[src/rtl/sram_req_queue_if.sv]
// sram_req_queue_if: bus bundle for the SRAM request queue.
//   Host side:       req_valid/req_ready/req_rw/req_addr/req_wdata, rsp_valid/rsp_rdata
//   Controller side: mem/rw/addr/data_f2s out, sram_ready/sram_rdata in
// Modports:
//   slave  - the request queue itself
//   master - whatever drives the host requests and models the controller
interface sram_req_queue_if #(
  parameter int AW = 18,
  parameter int DW = 16
);
  logic          req_valid;
  logic          req_ready;
  logic          req_rw;
  logic [AW-1:0] req_addr;
  logic [DW-1:0] req_wdata;
  logic          rsp_valid;
  logic [DW-1:0] rsp_rdata;
  logic          mem;
  logic          rw;
  logic [AW-1:0] addr;
  logic [DW-1:0] data_f2s;
  logic          sram_ready;
  logic [DW-1:0] sram_rdata;

  modport slave (
    input  req_valid, req_rw, req_addr, req_wdata, sram_ready, sram_rdata,
    output req_ready, rsp_valid, rsp_rdata, mem, rw, addr, data_f2s
  );

  modport master (
    output req_valid, req_rw, req_addr, req_wdata, sram_ready, sram_rdata,
    input  req_ready, rsp_valid, rsp_rdata, mem, rw, addr, data_f2s
  );
endinterface

[src/rtl/sram_req_queue.sv]
// sram_req_queue: request FIFO in front of the single-port SRAM controller.
// Buffers host read/write requests and issues them one at a time to the
// controller (mem strobe, rw, addr, data_f2s) when it reports ready. Read
// data is captured RD_LAT cycles after the strobe and returned in order as a
// one-cycle rsp_valid pulse.
// Ports:
//   clk      - system clock, posedge
//   reset_n  - asynchronous reset, active low
//   bus      - sram_req_queue_if.slave (host request/response + controller side)
//   busy     - FIFO non-empty or a request in flight
// Optional build macro SRAM_REQ_STATS_EN adds:
//   wr_count, rd_count - issued write/read counters (16 bit, wrapping)
//   occupancy          - live FIFO entry count
//
// state   | meaning
// S_IDLE  | waiting for a queued request and controller ready
// S_ISSUE | mem strobe high for this single cycle
// S_WAIT  | write: one settle cycle; read: wait for read data
module sram_req_queue #(
  parameter int AW     = 18,
  parameter int DW     = 16,
  parameter int DEPTH  = 8,
  parameter int RD_LAT = 2
) (
  input  logic                   clk,
  input  logic                   reset_n,
  sram_req_queue_if.slave        bus,
`ifdef SRAM_REQ_STATS_EN
  output logic [15:0]            wr_count,
  output logic [15:0]            rd_count,
  output logic [$clog2(DEPTH):0] occupancy,
`endif
  output logic                   busy
);

  localparam int IW = $clog2(DEPTH);
  localparam int EW = 1 + AW + DW;
  localparam int CW = (RD_LAT > 1) ? $clog2(RD_LAT) : 1;

  typedef enum logic [1:0] {S_IDLE, S_ISSUE, S_WAIT} state_t;

  state_t        state;
  logic [IW:0]   wr_ptr;
  logic [IW:0]   rd_ptr;
  logic [EW-1:0] fifo_mem [DEPTH];
  logic [EW-1:0] head;
  logic [CW-1:0] cnt;
  logic          full;
  logic          empty;
  logic          push;
  logic          pop;

  // Extra pointer MSB distinguishes full from empty when the index bits match.
  assign empty         = (wr_ptr == rd_ptr);
  assign full          = (wr_ptr[IW] != rd_ptr[IW]) && (wr_ptr[IW-1:0] == rd_ptr[IW-1:0]);
  assign bus.req_ready = !full;
  assign push          = bus.req_valid && !full;
  assign pop           = (state == S_IDLE) && !empty && bus.sram_ready;
  assign head          = fifo_mem[rd_ptr[IW-1:0]];
  assign busy          = !empty || (state != S_IDLE);

  always_ff @(posedge clk) begin
    if (push) fifo_mem[wr_ptr[IW-1:0]] <= {bus.req_rw, bus.req_addr, bus.req_wdata};
  end

  always_ff @(posedge clk or negedge reset_n) begin
    if (!reset_n) wr_ptr <= '0;
    else if (push) wr_ptr <= wr_ptr + 1'b1;
  end

  always_ff @(posedge clk or negedge reset_n) begin
    if (!reset_n) begin
      state         <= S_IDLE;
      rd_ptr        <= '0;
      cnt           <= '0;
      bus.mem       <= 1'b0;
      bus.rw        <= 1'b0;
      bus.addr      <= '0;
      bus.data_f2s  <= '0;
      bus.rsp_valid <= 1'b0;
      bus.rsp_rdata <= '0;
    end else begin
      bus.rsp_valid <= 1'b0;
      case (state)
        S_IDLE: begin
          if (pop) begin
            bus.rw       <= head[EW-1];
            bus.addr     <= head[EW-2 -: AW];
            bus.data_f2s <= head[DW-1:0];
            rd_ptr       <= rd_ptr + 1'b1;
            bus.mem      <= 1'b1;
            state        <= S_ISSUE;
          end
        end
        S_ISSUE: begin
          bus.mem <= 1'b0;
          cnt     <= '0;
          state   <= S_WAIT;
        end
        S_WAIT: begin
          cnt <= cnt + 1'b1;
          if (!bus.rw) begin
            state <= S_IDLE;
          end else if (cnt == CW'(RD_LAT - 1)) begin
            bus.rsp_rdata <= bus.sram_rdata;
            bus.rsp_valid <= 1'b1;
            state         <= S_IDLE;
          end
        end
        default: state <= S_IDLE;
      endcase
    end
  end

`ifdef SRAM_REQ_STATS_EN
  // Counted at the pop, so the new value is visible during the strobe cycle.
  always_ff @(posedge clk or negedge reset_n) begin
    if (!reset_n) begin
      wr_count <= '0;
      rd_count <= '0;
    end else if (pop) begin
      if (head[EW-1]) rd_count <= rd_count + 16'd1;
      else            wr_count <= wr_count + 16'd1;
    end
  end

  assign occupancy = wr_ptr - rd_ptr;
`endif

endmodule

[src/flat_wrapper.sv]
// flat-port wrapper written by rule: the top's interface ports become plain ports
module sram_req_queue_flat 
#(
  parameter int AW     = 18,
  parameter int DW     = 16,
  parameter int DEPTH  = 8,
  parameter int RD_LAT = 2
)
  (clk, reset_n, busy, bus_req_valid, bus_req_rw, bus_req_addr, bus_req_wdata, bus_sram_ready, bus_sram_rdata, bus_req_ready, bus_rsp_valid, bus_rsp_rdata, bus_mem, bus_rw, bus_addr, bus_data_f2s);
  sram_req_queue_if #(.AW(AW), .DW(DW)) bus_i ();
  input  logic clk;
  input  logic reset_n;
  output logic busy;
  input wire logic [$bits(bus_i.req_valid)-1:0] bus_req_valid;
  input wire logic [$bits(bus_i.req_rw)-1:0] bus_req_rw;
  input wire logic [$bits(bus_i.req_addr)-1:0] bus_req_addr;
  input wire logic [$bits(bus_i.req_wdata)-1:0] bus_req_wdata;
  input wire logic [$bits(bus_i.sram_ready)-1:0] bus_sram_ready;
  input wire logic [$bits(bus_i.sram_rdata)-1:0] bus_sram_rdata;
  output wire logic [$bits(bus_i.req_ready)-1:0] bus_req_ready;
  output wire logic [$bits(bus_i.rsp_valid)-1:0] bus_rsp_valid;
  output wire logic [$bits(bus_i.rsp_rdata)-1:0] bus_rsp_rdata;
  output wire logic [$bits(bus_i.mem)-1:0] bus_mem;
  output wire logic [$bits(bus_i.rw)-1:0] bus_rw;
  output wire logic [$bits(bus_i.addr)-1:0] bus_addr;
  output wire logic [$bits(bus_i.data_f2s)-1:0] bus_data_f2s;
  assign bus_i.req_valid = bus_req_valid;
  assign bus_i.req_rw = bus_req_rw;
  assign bus_i.req_addr = bus_req_addr;
  assign bus_i.req_wdata = bus_req_wdata;
  assign bus_i.sram_ready = bus_sram_ready;
  assign bus_i.sram_rdata = bus_sram_rdata;
  assign bus_req_ready = bus_i.req_ready;
  assign bus_rsp_valid = bus_i.rsp_valid;
  assign bus_rsp_rdata = bus_i.rsp_rdata;
  assign bus_mem = bus_i.mem;
  assign bus_rw = bus_i.rw;
  assign bus_addr = bus_i.addr;
  assign bus_data_f2s = bus_i.data_f2s;
  sram_req_queue #(.AW(AW), .DW(DW), .DEPTH(DEPTH), .RD_LAT(RD_LAT)) u_core (.clk(clk), .reset_n(reset_n), .bus(bus_i), .busy(busy));
endmodule
[config.mk]
export PLATFORM = sky130hd
export DESIGN_NAME = sram_req_queue_flat
export DESIGN_NICKNAME = d
export VERILOG_FILES = /design/src/rtl/sram_req_queue_if.sv /design/src/rtl/sram_req_queue.sv /design/src/flat_wrapper.sv
export SDC_FILE = /design/constraint.sdc
export NUM_CORES = 1
export LEC_CHECK = 0
export BUFFER_PORTS_ARGS = -buffer_cell sky130_fd_sc_hd__buf_2
export CORE_MARGIN = 8
export CORE_UTILIZATION = 40
export CTS_BUF_LIST = sky130_fd_sc_hd__clkbuf_8
export DETAILED_ROUTE_END_ITERATION = 8
export PLACE_DENSITY = 0.61
export SYNTH_ARGS = -nofsm -noshare
export SYNTH_HDL_FRONTEND = slang
export SYNTH_SLANG_ARGS = --single-unit
[constraint.sdc]
create_clock -name clk -period 12.72 [get_ports clk]
set_input_delay 1.272 -clock clk [delete_from_list [all_inputs] [get_ports clk]]
set_output_delay 1.272 -clock clk [all_outputs]
set_load 0.01 [all_outputs]
==> results of run 1 <==
## per-layer routing
| metal | wire length [microns] | vias up | global-route usage, % | share of wire (%) |
|---|---|---|---|---|
| met2 | 12000 | 166 | 21.3 | 48 |
| li1 | - | 2783 | - | - |
| met3 | 1360 | 47 | 3.29 | 5.5 |
| met5 | 35 | - | 0 | 0.14 |
| met1 | 10900 | 3151 | 17.0 | 44 |
| met4 | 469 | 6 | 4.13 | 1.9 |
## state kept, by name, indices dropped and copies added, names as in the netlist
signal	flops
u_core.cnt	1
u_core.bus.rsp_valid	1
u_core.wr_ptr	4
u_core.fifo_mem	280
u_core.rd_ptr	4
u_core.bus.rsp_rdata	16
u_core.bus.mem	1
u_core.state	2
u_core.bus.rw	1
u_core.bus.data_f2s	16
u_core.bus.addr	18
## worst paths after layout
| check | startpoint | end | depth (start not counted) |
|---|---|---|---|
| min in group asynchronous | reset_n | u_core.bus.rsp_rdata[7]$_DFFE_PN0P_ | 1 |
| setup / recovery | u_core.rd_ptr[2]$_DFFE_PN0P_ | busy | 5 |
| max in group asynchronous | reset_n | u_core.rd_ptr[0]$_DFFE_PN0P_ | 1 |
| setup reg to reg | u_core.rd_ptr[1]$_DFFE_PN0P_ | u_core.fifo_mem[6][20]$_DFFE_PP_ | 4 |
| hold / removal | u_core.bus.rsp_rdata[8]$_DFFE_PN0P_ | u_core.bus.rsp_rdata[8]$_DFFE_PN0P_ | 1 |
| hold reg to reg | u_core.bus.rsp_rdata[8]$_DFFE_PN0P_ | u_core.bus.rsp_rdata[8]$_DFFE_PN0P_ | 1 |
## power groups by stage
stage	Sequential, uW	Combinational [uW]	Clock [uW]
after floorplan	1610	704	0
after detailed placement	1670	968	0
final	1640	942	964
after global routing	1680	1040	1040
after CTS	1650	971	995
after global placement	1650	950	0
## worst max-delay path: stages, from the launching register on
cell and delay (ps):
sky130_fd_sc_hd__dfrtp_2 340, sky130_fd_sc_hd__buf_4 580, sky130_fd_sc_hd__xor2_1 410, sky130_fd_sc_hd__nor2_1 110, sky130_fd_sc_hd__nand4_1 110, sky130_fd_sc_hd__buf_2 150
## kinds of logic after synthesis
kind of cell    synth area share [%]
flops                           76.9
fa+ha+maj                      0.577
mux                             16.5
buf+inv                         1.31
xor+xnor                       0.866
compound gates                  1.86
simple gates                    1.90
## cells in the mapped netlist
cell,count
sky130_fd_sc_hd__mux4_2,70
sky130_fd_sc_hd__and2_1,1
sky130_fd_sc_hd__mux2_1,1
sky130_fd_sc_hd__nand2b_1,3
sky130_fd_sc_hd__ha_1,6
sky130_fd_sc_hd__dfrtp_1,64
sky130_fd_sc_hd__o41ai_4,1
sky130_fd_sc_hd__nor3_1,3
sky130_fd_sc_hd__clkbuf_1,8
sky130_fd_sc_hd__xor2_2,1
sky130_fd_sc_hd__a21oi_1,35
sky130_fd_sc_hd__buf_1,5
sky130_fd_sc_hd__o41a_1,1
sky130_fd_sc_hd__nand2_1,2
sky130_fd_sc_hd__o21ai_0,2
sky130_fd_sc_hd__buf_6,1
sky130_fd_sc_hd__or2_2,1
sky130_fd_sc_hd__inv_1,6
sky130_fd_sc_hd__mux2i_1,35
sky130_fd_sc_hd__mux2_2,19
sky130_fd_sc_hd__a32oi_1,1
sky130_fd_sc_hd__clkbuf_2,1
sky130_fd_sc_hd__buf_4,1
sky130_fd_sc_hd__o41ai_1,1
sky130_fd_sc_hd__edfxtp_1,280
sky130_fd_sc_hd__nand4_1,2
sky130_fd_sc_hd__xnor2_1,6
sky130_fd_sc_hd__nand3_1,4
sky130_fd_sc_hd__xor2_1,5
sky130_fd_sc_hd__nor2_1,43
sky130_fd_sc_hd__buf_2,15
## cell usage in the layout, fill, tap and decap left out, drive strengths merged, types with 3 or more instances in the layout
| master | synthesis | final |
|---|---|---|
| clkinv | 0 | 5 |
| xor2 | 6 | 6 |
| buf | 22 | 117 |
| mux4 | 70 | 70 |
| edfxtp | 280 | 280 |
| clkinvlp | 0 | 3 |
| a21oi | 35 | 35 |
| dfrtp | 64 | 64 |
| mux2i | 35 | 35 |
| xnor2 | 6 | 6 |
| mux2 | 20 | 20 |
| clkbuf | 9 | 69 |
| bufinv | 0 | 3 |
| nand3 | 4 | 4 |
| ha | 6 | 6 |
| nand2b | 3 | 3 |
| inv | 6 | 23 |
| nor2 | 43 | 43 |
| nor3 | 3 | 3 |
## final cells by class
type	count	area (sq um)	area share (%)
Clock buffer	69	950	6.23
Clock inverter	28	213	1.40
Inverter	6	22.5	0.148
Multi-Input combinational cell	243	2880	18.9
Sequential cell	344	10000	65.7
Tap cell	442	553	3.63
Timing Repair Buffer	117	608	3.99
## metrics by stage
step           total power, uW  hold slack (ps)
3_5_place_dp              2640              490
2_1_floorplan             2310              498
3_3_place_gp              2600              482
6_report                  3550              498
4_1_cts                   3620              502
5_1_grt                   3750              511
==> impl_metrics.csv, run 1 <==
group,metric,value,unit
timing,final.setup.tns,0,ps
route,postRouteWirelength,24800,microns
timing,final_period_minus_worst_setup_slack,3550,ps
placement,place_congestion,0.724,
flow_run,max_cap_violations,0,
placement,detailed_place_hpwl,14800,microns
power,sequentialPowerShare,46.3,%
outcome,outcome,"complete, no violations",
power,powerDensity,233,nW/um^2
timing,timing.final.crit_share,27.9,%
grt,grt_overflow,0,
setup_path,required,11450,ps
timing,finClkSkew,21.5,ps
power,comb_power_share,26.6,%
setup_path,setup.worst_path.start_class,"flip-flop",
setup_path,worst-r2r-setup-slack,9260,ps
final_layout,finished_core_util,47.2,%
timing,unrepaired_setup_endpoints_after_global_routing,"false",
timing,report.final.slew_viol_count,0,
timing,postLayoutSetupSlackWorst,9170,ps
final_layout,design.final.nets,827,
worst_hold_path,hold_path.class,"reg2reg",
setup_path,data_arrival_critical_path,2270,ps
clock_tree,post_cts_resize_count,0,
timing,max_freq,0.282,GHz
grt,number_of_antenna_violations_at_the_first_check_in_global_routing,3,
synthesis,synth.ff_latch_count,344,
final_layout,postLayoutCellArea,15200,sq um
timing,hold_violations,0,
setup_path,critical_path.max_fanout,38,
timing,timing.max_slew.rel_slack,15.5,%
route,final_antenna_violating_net_count,0,
synthesis,syn_avg_cell_area,20.8,sq um
route,avgRoutedWirePerCell,19.8,microns
grt,grt_pass1_wl,39100,microns
timing,worstMarginPinSlew,1270,ps
floorplan,ioPinCount,110,
synthesis,postSynthCellCount,624,
final_layout,antenna_diode_count,0,
floorplan,initial_utilization,40.3,%
floorplan,fp-row-count,66,
synthesis,netlist_top_cells_area,"sky130_fd_sc_hd__edfxtp_1 65%, sky130_fd_sc_hd__dfrtp_1 12%, sky130_fd_sc_hd__mux4_2 12%",
power,p_int,2480,uW
route,via_count,6153,
final_layout,area.growth.synth_to_final,17.2,%
floorplan,die_area,38500,sq um
final_layout,post_route_cells_drive_above_1_share,37.4,%
synthesis,synthesis.nets,685,
clock_tree,cts_setup_buffers,0,
floorplan,die_y,196,microns
floorplan,die_outline_width,196,microns
grt,grt.total_usage,13.0,%
clock_tree,skew_pair_late_insertion_delay,580,ps
clock_tree,hold_buffers,0,
grt,first_global_vias,6867,
power,power.net_switching,1070,uW
placement,placedCellCount,1152,
synthesis,cell_variety_after_synth,31,
route,detail_route.first_pass.iterations,4,
timing,setup_viol_count_final,0,
floorplan,core-area,32300,sq um
synthesis,synth_sequential_area_ratio,76.9,%
clock_tree,tritoncts_num_sinks,344,
clock_tree,cts_tree,"done",
placement,post_placement_worst_setup_slack,9180,ps
clock_tree,max-clock-path-buffers,3,
placement,numPortBuffers,109,
power,vdd_drop_max,0.100,mV
synthesis,synth_largest_type_area_fraction,64.6,%
power,total_leakage_power,0.00538,uW
clock_tree,clockRootBuffer,"sky130_fd_sc_hd__clkbuf_8",
synthesis,synth_area_leader_cell,"sky130_fd_sc_hd__edfxtp_1",
grt,maximum_number_of_pins_on_one_net_before_global_route_repair,76,
clock_tree,numCtsBuffers,54,
route,route.detailed.drc,0,
power,net_switching_fraction_of_the_power,30.1,%
final_layout,fillers,2738,
setup_path,timing.setup.critical_path_class,"reg2out",
clock_tree,h-tree-depth,2,
route,drt_iter0_markers,335,
synthesis,synth_area,13000,sq um
final_layout,instances_no_fill,1249,
setup_path,critPathCaptureType,"output port",
placement,placement.cell_area,14100,sq um
power,clock_power_share,27.2,%
synthesis,yosys_warnings,0,
clock_tree,clk_slew_on_worst_s_h_paths,60,ps
route,vias_per_instance,4.93,
(Power assumes the default switching activity.)
==> inputs of run 2 (changes only) <==
==> constraint.sdc (replaced) <==
create_clock -name clk -period 3.6 [get_ports clk]
set_input_delay 0.36 -clock clk [delete_from_list [all_inputs] [get_ports clk]]
set_output_delay 0.36 -clock clk [all_outputs]
set_load 0.01 [all_outputs]
==> impl_metrics.csv, run 2 (same netlist as run 1, synthesis figures left out) <==
group,metric,value,unit
floorplan,initial_utilization,40.3,%
timing,finClkSkew,24.7,ps
timing,holdWs,34.5,ps
timing,max_freq,0.334,GHz
grt,first_global_vias,7044,
floorplan,fp-row-count,66,
floorplan,die_outline_width,196,microns
grt,grt_overflow,0,
route,via_count,6303,
final_layout,area.sequential,10000,sq um
grt,grt_pass1_wl,41600,microns
route,drt_iter0_markers,365,
floorplan,die_y,196,microns
placement,placement.cell_area,14200,sq um
grt,globalRouteMet2Util,24.4,%
grt,number_of_antenna_violations_at_the_first_check_in_global_routing,1,
route,avgRoutedWirePerCell,20.8,microns
setup_path,crit_path_max_incr_delay,1060,ps
clock_tree,cts_tree,"done",
route,postRouteWirelength,26600,microns
timing,report.final.slew_viol_count,0,
clock_tree,h-tree-depth,2,
route,final_antenna_violating_net_count,0,
timing,hold_violations,0,
grt,met1_usage,17.5,%
placement,numPortBuffers,109,
final_layout,largest_reg_flops,280,
setup_path,timing.setup.critical_path_class,"reg2reg",
final_layout,antenna_diode_count,0,
final_layout,finished_core_util,47.6,%
clock_tree,clockRootBuffer,"sky130_fd_sc_hd__clkbuf_8",
power,total_leakage_power,0.00547,uW
setup_path,setup.worst_path.start_class,"flip-flop",
clock_tree,tritoncts_num_sinks,344,
setup_path,worstPathCellList,"xor2_1 > o41ai_4 > nand2b_1 > nor2_4",
final_layout,post_route_cells_drive_above_1_share,35.4,%
final_layout,area.growth.synth_to_final,18.2,%
flow_run,max_cap_violations,0,
final_layout,layout_common_cells,"280 x sky130_fd_sc_hd__edfxtp_1, 108 x sky130_fd_sc_hd__buf_2, 70 x sky130_fd_sc_hd__mux4_2, 61 x sky130_fd_sc_hd__clkbuf_8, 61 x sky130_fd_sc_hd__dfrtp_1",
placement,placedCellCount,1157,
clock_tree,max-clock-path-buffers,3,
grt,grtUsageMet3,3.16,%
clock_tree,skew_pair_late_insertion_delay,590,ps
timing,worstMarginPinSlew,1310,ps
timing,setup_viol_count_final,0,
timing,unrepaired_setup_endpoints_after_global_routing,"false",
setup_path,required,3780,ps
setup_path,critPathCaptureType,"flip-flop",
grt,globalRoute.busiestLayer,"met2",
worst_hold_path,hold_path.class,"in2reg",
final_layout,fillers,2735,
final_layout,postLayoutCellArea,15400,sq um
timing,final.setup.tns,0,ps
clock_tree,clk_slew_on_worst_s_h_paths,60,ps
final_layout,instances_no_fill,1278,
final_layout,layout.cells.most_common,"sky130_fd_sc_hd__edfxtp_1",
placement,detailed_place_hpwl,15200,microns
clock_tree,numCtsBuffers,55,
grt,grt.total_usage,14.0,%
setup_path,data_arrival_critical_path,3170,ps
timing,timing.final.crit_share,83.3,%
power,powerDensity,800,nW/um^2
outcome,outcome,"complete, no violations",
placement,place_congestion,0.725,
grt,maximum_number_of_pins_on_one_net_before_global_route_repair,75,
floorplan,die_area,38500,sq um
setup_path,cpMaxStageDelayCell,"sky130_fd_sc_hd__nor2_4",
route,route.detailed.drc,0,
route,vias_per_instance,4.93,
timing,final_period_minus_worst_setup_slack,3000,ps
final_layout,multi_input_area,2900,sq um
floorplan,ioPinCount,110,
setup_path,critical_path.max_fanout,35,
floorplan,core-area,32300,sq um
timing,timing.max_slew.rel_slack,12.8,%
final_layout,design.final.nets,850,
route,detail_route.first_pass.iterations,5,
power,vdd_drop_max,0.459,mV
[run 2: repair_timing]
action	CTS	global route
hold buffers	17	0
buffers inserted	0	0
endpoints found under the hold margin	94	0
resized for setup	0	0
[run 2: area by class of cell]
cell class,count,area share (%)
clock inverter,43,1.24
sequential,344,65.1
multi-input combinational,243,18.9
timing repair buffer,139,5.55
inverter,6,0.146
clock buffer,61,5.46
tap,442,3.60
[run 2: worst paths after layout]
check | startpoint | end | slack, ps | cells after the start
worst max-delay path | u_core.wr_ptr[1]$_DFFE_PN0P_ | u_core.fifo_mem[1][21]$_DFFE_PP_ | 600 | 4
worst min-delay path | bus_sram_rdata[1] | u_core.bus.rsp_rdata[1]$_DFFE_PN0P_ | 30 | 2
worst max register to register | u_core.wr_ptr[1]$_DFFE_PN0P_ | u_core.fifo_mem[1][21]$_DFFE_PP_ | 600 | 4
worst min register to register | u_core.bus.rsp_rdata[10]$_DFFE_PN0P_ | u_core.bus.rsp_rdata[10]$_DFFE_PN0P_ | 510 | 1
max in group asynchronous | reset_n | u_core.rd_ptr[0]$_DFFE_PN0P_ | 2410 | 2
min in group asynchronous | reset_n | u_core.bus.rsp_rdata[7]$_DFFE_PN0P_ | 470 | 2
[run 2: metrics by stage]
stage	power [uW]	setup slack, ps
after floorplan	8170	388
after global placement	9320	619
after detailed placement	9450	554
after CTS	12500	546
after global routing	13000	382
final	12300	602
[run 2: worst max-delay path: cells and delay by family, from the launching register on]
family,cells,cell delay [ps]
AND/OR/NAND/NOR,2,1420
flip-flops,1,610
XOR/XNOR,1,380
AO/OA/AOI/OAI,1,160
[run 2: report_power, final]
part           total, uW  leakage (uW)  switching, uW  internal [uW]
clock network       3040      0.000622           1470           1560
registers           5560       0.00327            346           5210
logic               3700       0.00158           2030           1670
total              12300       0.00547           3850           8440
[run 2: layer usage]
layer / vias up / part of all wire [%]
li1: 2836 / -
met1: 3236 / 42
met2: 183 / 51
met3: 46 / 5.8
met4: 2 / 1.8
met5: - / 0.049
